## src/rtl/pattern_bist_driver_pkg.sv

```systemverilog
// Shared types, default polynomials and LFSR/MISR step functions for the
// pattern BIST driver; the bench model reuses the same step functions.
package pattern_bist_pkg;

    typedef enum logic [2:0] {
        IDLE,
        INIT,
        RUN,
        FLUSH,
        DONE
    } state_e;

    localparam logic [15:0] DEF_LFSR_POLY = 16'hB400;
    localparam logic [15:0] DEF_MISR_POLY = 16'hB400;
    localparam logic [15:0] DEF_SEED      = 16'hACE1;
    localparam int          INIT_CYCLES   = 2;

    function automatic logic [15:0] lfsr_step(input logic [15:0] s, input logic [15:0] poly);
        return (s >> 1) ^ (s[0] ? poly : 16'h0000);
    endfunction

    function automatic logic [15:0] misr_step(input logic [15:0] sig, input logic [15:0] poly,
                                              input logic [15:0] data);
        return (sig << 1) ^ (sig[15] ? poly : 16'h0000) ^ data;
    endfunction

    // An all-zero Galois LFSR never leaves zero, so the seed is forced nonzero.
    function automatic logic [15:0] seed_fix(input logic [15:0] s);
        return (s == 16'h0000) ? 16'h0001 : s;
    endfunction

endpackage

```

## src/rtl/pattern_bist_driver_misr.sv

```systemverilog
// 16-bit MISR with synchronous clear and capture enable; also exposes the
// next-state value so the caller can latch the final signature on the same edge.
module pattern_bist_misr
    import pattern_bist_pkg::*;
#(
    parameter logic [15:0] POLY = DEF_MISR_POLY
) (
    input  logic        clk_i,
    input  logic        rst_i,
    input  logic        clr_i,
    input  logic        en_i,
    input  logic [15:0] data_i,
    output logic [15:0] sig_o,
    output logic [15:0] sig_d_o
);

    logic [15:0] sig_q, sig_d;

    always_comb begin
        sig_d = sig_q;
        if (clr_i)
            sig_d = 16'h0000;
        else if (en_i)
            sig_d = misr_step(sig_q, POLY, data_i);
    end

    always_ff @(posedge clk_i) begin
        if (rst_i)
            sig_q <= 16'h0000;
        else
            sig_q <= sig_d;
    end

    assign sig_o   = sig_q;
    assign sig_d_o = sig_d;

endmodule

```

## src/rtl/pattern_bist_driver.sv

```systemverilog
// LFSR stimulus / MISR response driver for a generated pattern netlist.
// Optional macro PATTERN_BIST_DRIVER_SEED_PORT_EN adds a per-run seed_in port.
module pattern_bist_driver
    import pattern_bist_pkg::*;
#(
    parameter int          IN_W      = 15,
    parameter int          OUT_W     = 13,
    parameter int          PAT_CNT   = 256,
    parameter int          DUT_LAT   = 1,
    parameter logic [15:0] LFSR_POLY = DEF_LFSR_POLY,
    parameter logic [15:0] MISR_POLY = DEF_MISR_POLY,
    parameter logic [15:0] SEED      = DEF_SEED
) (
    input  logic             blif_clk_net,
    input  logic             blif_reset_net,
    input  logic             start,
    input  logic             abort,
    input  logic [15:0]      golden_sig,
`ifdef PATTERN_BIST_DRIVER_SEED_PORT_EN
    input  logic [15:0]      seed_in,
`endif
    output logic             dut_rst,
    output logic [IN_W-1:0]  dut_in,
    input  logic [OUT_W-1:0] dut_out,
    output logic             busy,
    output logic             done,
    output logic             pass,
    output logic [15:0]      signature
);

    state_e            state_q, state_d;
    logic [15:0]       cnt_q, cnt_d;
    logic [15:0]       lfsr_q, lfsr_d;
    logic [15:0]       golden_q, golden_d;
    logic [IN_W-1:0]   hold_q, hold_d;
    logic [15:0]       sig_q, sig_d;
    logic              pass_q, pass_d;
    logic [DUT_LAT-1:0] vld_q;
    logic [DUT_LAT:0]  vld_pipe;
    logic [15:0]       run_seed;
    logic [15:0]       misr_sig, misr_d;
    logic              misr_clr, issue, capture, abort_run;

`ifdef PATTERN_BIST_DRIVER_SEED_PORT_EN
    assign run_seed = seed_fix(seed_in);
`else
    assign run_seed = seed_fix(SEED);
`endif

    assign issue     = (state_q == RUN);
    assign vld_pipe  = {vld_q, issue};
    assign capture   = vld_pipe[DUT_LAT];
    assign abort_run = abort && (state_q inside {INIT, RUN, FLUSH});

    always_comb begin
        state_d  = state_q;
        cnt_d    = cnt_q;
        lfsr_d   = lfsr_q;
        golden_d = golden_q;
        hold_d   = hold_q;
        sig_d    = sig_q;
        pass_d   = pass_q;
        misr_clr = 1'b0;
        case (state_q)
            IDLE: begin
                if (start && !abort) begin
                    golden_d = golden_sig;
                    lfsr_d   = run_seed;
                    misr_clr = 1'b1;
                    cnt_d    = 16'd0;
                    hold_d   = '0;
                    pass_d   = 1'b0;
                    state_d  = INIT;
                end
            end
            INIT: begin
                if (cnt_q == 16'(INIT_CYCLES - 1)) begin
                    cnt_d   = 16'd0;
                    state_d = RUN;
                end else begin
                    cnt_d = cnt_q + 16'd1;
                end
            end
            RUN: begin
                hold_d = lfsr_q[IN_W-1:0];
                lfsr_d = lfsr_step(lfsr_q, LFSR_POLY);
                if (cnt_q == 16'(PAT_CNT - 1)) begin
                    cnt_d   = 16'd0;
                    state_d = FLUSH;
                end else begin
                    cnt_d = cnt_q + 16'd1;
                end
            end
            FLUSH: begin
                // Final capture lands on this edge, so latch the MISR's next value.
                if (cnt_q == 16'(DUT_LAT - 1)) begin
                    cnt_d   = 16'd0;
                    sig_d   = misr_d;
                    pass_d  = (misr_d == golden_q);
                    state_d = DONE;
                end else begin
                    cnt_d = cnt_q + 16'd1;
                end
            end
            DONE:    state_d = IDLE;
            default: state_d = IDLE;
        endcase
        if (abort_run) begin
            state_d = IDLE;
            cnt_d   = 16'd0;
            pass_d  = 1'b0;
        end
    end

    always_ff @(posedge blif_clk_net) begin
        if (blif_reset_net) begin
            state_q  <= IDLE;
            cnt_q    <= 16'd0;
            lfsr_q   <= seed_fix(SEED);
            golden_q <= 16'h0000;
            hold_q   <= '0;
            sig_q    <= 16'h0000;
            pass_q   <= 1'b0;
            vld_q    <= '0;
        end else begin
            state_q  <= state_d;
            cnt_q    <= cnt_d;
            lfsr_q   <= lfsr_d;
            golden_q <= golden_d;
            hold_q   <= hold_d;
            sig_q    <= sig_d;
            pass_q   <= pass_d;
            vld_q    <= abort_run ? '0 : vld_pipe[DUT_LAT-1:0];
        end
    end

    pattern_bist_misr #(.POLY(MISR_POLY)) u_misr (
        .clk_i   (blif_clk_net),
        .rst_i   (blif_reset_net),
        .clr_i   (misr_clr),
        .en_i    (capture),
        .data_i  (16'(dut_out)),
        .sig_o   (misr_sig),
        .sig_d_o (misr_d)
    );

    // RUN shows the live LFSR; elsewhere the last applied pattern (0 during INIT).
    assign dut_in    = (state_q == RUN) ? lfsr_q[IN_W-1:0] : hold_q;
    assign dut_rst   = (state_q == INIT);
    assign busy      = (state_q != IDLE);
    assign done      = (state_q == DONE);
    assign pass      = pass_q;
    assign signature = sig_q;

endmodule

```

## config.mk

```make
export PLATFORM = sky130hd
export DESIGN_NAME = pattern_bist_driver
export DESIGN_NICKNAME = d
export VERILOG_FILES = /design/src/rtl/pattern_bist_driver_pkg.sv /design/src/rtl/pattern_bist_driver_misr.sv /design/src/rtl/pattern_bist_driver.sv
export SDC_FILE = /design/constraint.sdc
export NUM_CORES = 1
export LEC_CHECK = 0
export ABC_CLOCK_PERIOD_IN_PS = 2990
export CORE_ASPECT_RATIO = 1.4
export CORE_MARGIN = 4
export CORE_UTILIZATION = 45
export CTS_CLUSTER_SIZE = 8
export DETAILED_ROUTE_END_ITERATION = 7
export PLACE_DENSITY = 0.65
export SLEW_MARGIN = 10
export SYNTH_ARGS = -nofsm -noshare
export SYNTH_HDL_FRONTEND = slang
export SYNTH_SLANG_ARGS = --single-unit
```

## constraint.sdc

```tcl
create_clock -name blif_clk_net -period 2.99 [get_ports blif_clk_net]
set_input_delay 0.598 -clock blif_clk_net [delete_from_list [all_inputs] [get_ports blif_clk_net]]
set_output_delay 0.598 -clock blif_clk_net [all_outputs]
set_load 0.1 [all_outputs]
```

Word level (Yosys, flattened, before mapping)
Cells that the tools add are included.

storage, ports and cells
  bits in registers = 100
  output and inout bits = 35
  word-level logic and storage cells = 65
  input port bits = 33

cells by class
  bitwise operators = 3
  eq/ne operators = 11
  muxes and demuxes = 24
  reduce and logical (&&, ||, !) cells = 17
  add/subtract/negate cells = 1

operator list
  cell                                                                      count
  16-bit two-way mux                                                        9
  16-bit one-hot mux with 4 select lines                                    1
  16-bit one-hot mux with 2 select lines                                    1
  15-bit two-way mux                                                        2
  15-bit one-hot mux with 2 select lines                                    1
  16-bit by 1-bit adder with 16-bit output (second input constant)          1
  16-bit by 1-bit equality test with 1-bit output (second input constant)   1
  16-bit equality test                                                      1
  16-bit by 8-bit equality test with 1-bit output (second input constant)   1
  16-bit logical NOT                                                        1
  15-bit by 16-bit bitwise XOR with 16-bit output                           1
  16-bit by 13-bit bitwise XOR with 16-bit output                           1
  16-bit bitwise XOR                                                        1
  3-bit two-way mux                                                         4
  3-bit one-hot mux with 4 select lines                                     1
  2-bit AND reduction                                                       4
  3-bit by 2-bit equality test with 1-bit output (second input constant)    2
  2-bit by 1-bit inequality test with 1-bit output (second input constant)  3
  3-bit nonzero test                                                        2
  1-bit two-way mux                                                         4
  4-bit AND reduction                                                       1
  2-bit nonzero test                                                        2
  4-bit nonzero test                                                        1
  3-bit by 1-bit equality test with 1-bit output (second input constant)    1
  other kinds (8)                                                           9

Depth between registers and ports, before layout
Gate-level depths: netlist of run 1.

  depth in word-level cells = 8
  mapped depth = 10
  gate-level depth less buffers = 9

Cells and area by module
From an unflattened synthesis of run 1, not the netlist that was laid out.

unflattened totals
  cells, all modules = 499
  area total of the unflattened synthesis = 4272.8 um^2

modules (own cells, without submodules)
  module               times used  seq. area each (um^2)  cells an instance  area an instance (um^2)
  pattern_bist_driver  1           1561.5                 408                3409.5
  pattern_bist_misr    1           320.3                  91                 863.3

Worst setup path before layout of run 1
OpenSTA, ideal clock, no wires.

  kind = reg-to-output
  from = register state_q[0]
  to = output port dut_in[10]
  data arrival time = 1.843 ns
  cell stages (with the launch flop) = 6
  data required time = 2.392 ns
  setup slack = 0.549 ns
  path through = dfxtp_1 buf_4 nor3_2 clkbuf_1 nand2_1 nand2_1

on the way
  longest elaborated chain between the ends = 2

ends and longest elaborated chain
  what                                            RTL line                    source
  from (decl)                                     pattern_bist_driver.sv:31   state_e state_q, state_d;
  from (signal assigned)                          pattern_bist_driver.sv:126  state_q <= state_d;
  3-bit by 2-bit equality test with 1-bit output  pattern_bist_driver.sv:148  assign dut_in = (state_q == RUN) ? lfsr_q[IN_W-1:0] : hold_q;
  15-bit two-way mux                              pattern_bist_driver.sv:148
  to (decl)                                       pattern_bist_driver.sv:23   output logic [IN_W-1:0] dut_in,

No other way between the ends.

Worst setup path in the final report of run 1
  from = register state_q[1]
  to = output port dut_in[1]

Same word-level chain as after synthesis.

==> flow_summary.ini, run 1 <==
[floorplan]
rows = 42
die_h_um = 124
die_area_sq_um = 11300
core_sq_um = 9460
die_w_um = 91.2
ios = 68
start_util_pct = 46.1

[synthesis]
ys_seq_area_share_pct = 43.2
yosys.area_share.xor_xnor_pct = 7.32
syn_inst = 528
synth-compound-area-share_pct = 16.6
ys.flop_type = dfxtp_1
synth-simple-area-share_pct = 25.7
avgSynthCellArea_sq_um = 8.25
async_reset_ff_share_pct = 0
synthDistinctLibCells = 56
synth_enable_flop_cells = 0
synth_top_family_by_area = simple AND/OR/NAND/NOR gates
post_synth_mux_area_share_pct = 1.61
synth_fa_ha_area_share_pct = 0.861
synth_nets = 564
yosys_warnings = 0
ys_seq_elements = 94
synth_area_sq_um = 4360

[worst_setup_path]
reg2reg_depth = 6
critPathLaunchType = flip-flop
crit_type = reg -> out
required_ns = 2.39
slowest_delay_ns = 0.66
cp_cell_sequence = inv_2 > or3_1 > nand2_1 > nand2_1 > buf_12
path_common_cell = nand2_1
slowest_stage = or3_1
critPathCaptureType = output pin
cp.arrival_ns = 2.12
worst-path-max-fanout = 24

[drt]
dr.pass1.iters = 4
routedWlPerCell_um = 14.7
ant_nets = 0
drtIter0Drc = 133
vias = 3824
wl_um = 10300
drc = 0
via_per_inst = 5.46

[sta]
slew_violations = 0
finalHoldViolCount = 0
holdWs_ns = 0.457
setup_viol = 0
setup_tns_ns = 0
relSlewSlack_pct = 33.9
fin_crit_sh_pct = 90.8
tightest_slew_ns = 0.992
layout_min_cycle_time_ns = 2.71
finClkSkew_ns = 0.00358
fmax_mhz = 368
rsz0062_at_grt = no

[pwr]
p_int_mw = 2.72
leakage_nw = 2.07
power_density_nw_per_um2 = 838
p_seq_share_pct = 32.6
peakVddDrop_mv = 0.378
power_frac_comb_pct = 42.0
p_sw_mw = 1.90
clkPwrFrac_pct = 25.5
swShare_pct = 41.2

[cts]
clk_path_buf_depth = 2
root_buffer = clkbuf_16
cts_sinks = 94
clk_pin_slew_ns = 0.06
cts_setup_buffers = 0
cts_tree = done
clk_latency_ns = 0.34
cts_hold_buf = 0
htreeDepth = 3
cts-resized-gates = 0
cts_buffers = 9

[place]
place.gp.congestion = 0.943
dp_hpwl_um = 7700
io_buffers = 67
dp_cells = 685

[grt]
gr-total-overflow = 0
grt_max_degree = 41
grt_pass1_vias = 3693
track_usage_pct = 18.6
antenna_found_initial = 0
grt_pass1_wl_um = 17300

[final_layout]
drive_above_1_share_pct = 13.9
syn_to_final_growth_pct = 26.7
n_antenna_cell = 0
stdcell_count = 701
fin_nets = 622
fill_cells = 894

[run]
cap_violations = 0

[status]
status = completed

[hold_path]
hold_class = reg -> reg
hold_depth = 2
-- cell usage in the layout (no fill, tap or decap), types with 7 or more instances in the layout --
cell type and count:
nand2b_1 13, nor3_1 9, nor2_1 59, nand2_1 109, xor2_1 17, buf_4 31, inv_1 12, o22ai_1 14
a21oi_1 51, buf_12 16, xnor2_1 14, mux2i_1 7, o21ai_0 7, dfxtp_1 94, clkbuf_16 9, clkdlybuf4s50_1 32
-- power by group through the flow --
stage | clock, mW | combinational, mW | sequential (mW)
detailed placement | 0 | 1.95 | 1.53
finish | 1.18 | 1.94 | 1.51
floorplan | 0 | 1.42 | 1.48
global placement | 0 | 1.93 | 1.53
global route | 1.24 | 2.09 | 1.52
CTS | 1.19 | 1.96 | 1.51
-- metrics by stage --
stage	util (%)	cell area (sq um)	power, mW	setup WS [ns]
final	58.4	5520	4.63	0.276
after CTS	58.4	5520	4.65	0.242
after floorplan	-	4360	2.90	0.549
after detailed placement	55.1	5210	3.48	0.265
after global routing	58.4	5520	4.85	0.0855
after global placement	55.1	5210	3.46	0.350
-- layout make-up --
type	instances	area, sq um	area share, %
multi-input cells	389	2270	41.1
flip-flops and latches	94	1880	34.1
repair buffers	79	873	15.8
clock buffers	11	253	4.58
well taps	110	138	2.49
clock inverters	5	57.6	1.04
inverters	13	48.8	0.884
-- worst max-delay path: cells and delay by family, from the launching register on --
family        cells  cell delay, ns
buf+inv           2            0.28
flops             1            0.50
simple gates      3            0.99
-- flip-flops by register name, summed over array words and instances, names as in the netlist --
name / flops
golden_q: 16
lfsr_q: 16
pass: 1
hold_q: 9
cnt_q: 16
capture: 1
state_q: 3
u_misr.sig_o: 16
signature: 16
-- layer usage --
| metal | up-vias | global-route usage (%) | share of wire, % |
|---|---|---|---|
| li1 | 1920 | - | - |
| met1 | 1776 | 20.8 | 41 |
| met2 | 102 | 33.8 | 52 |
| met3 | 26 | 2.66 | 4.6 |
| met4 | 0 | 9.24 | 2.9 |
| met5 | - | 0 | 0 |
-- synthesized netlist by cell type (all sizes together), types with 2 or more instances --
cell type  count  area share, %
a2111oi       11            2.9
a211oi         4           0.69
a21oi         52            6.1
a221oi         3           0.60
a22o           2           0.40
a22oi          4           0.69
and2           5           0.72
and3           5           0.72
and4           2           0.40
buf           12            1.9
clkbuf        20            1.7
dfxtp         94             43
ha             3           0.86
inv           13            1.1
mux2i          7            1.6
nand2        109            9.4
nand2b        13            1.9
nand3          5           0.57
nand4          5           0.86
nor2          59            5.1
nor2b          4           0.75
nor3          15            2.4
nor4           6            1.7
o21ai         10            1.1
o21bai         2           0.34
o22ai         14            2.0
or3            2           0.29
xnor2         14            2.8
xor2          17            3.4
xor3           2            1.1
-- final timing paths --
check	startpoint	to	slack [ns]
max reg2reg	cnt_q[13]	signature[1]	0.67
max	state_q[1]	dut_in[1]	0.28
min reg2reg	signature[5]	signature[5]	0.46
min	signature[5]	signature[5]	0.46
-- cell families after synthesis --
| family | after synthesis |
|---|---|
| muxes | 7 |
| adders and majority gates | 3 |
| and+or+nand+nor | 235 |
| DFF | 94 |
| buffers and inverters | 45 |
| AOI/OAI and AO/OA | 111 |
| xor gates and xnor gates | 33 |
(Power assumes the default switching activity.)
==> run 2, diff against run 1 <==
--- a/config.mk
+++ b/config.mk
@@ -9,7 +9,6 @@
 export CORE_ASPECT_RATIO = 1.4
 export CORE_MARGIN = 4
 export CORE_UTILIZATION = 45
-export CTS_CLUSTER_SIZE = 8
 export DETAILED_ROUTE_END_ITERATION = 7
 export PLACE_DENSITY = 0.65
 export SLEW_MARGIN = 10
==> results of run 2 <==
Final layout, timing and power as in run 1 (identical DEF).
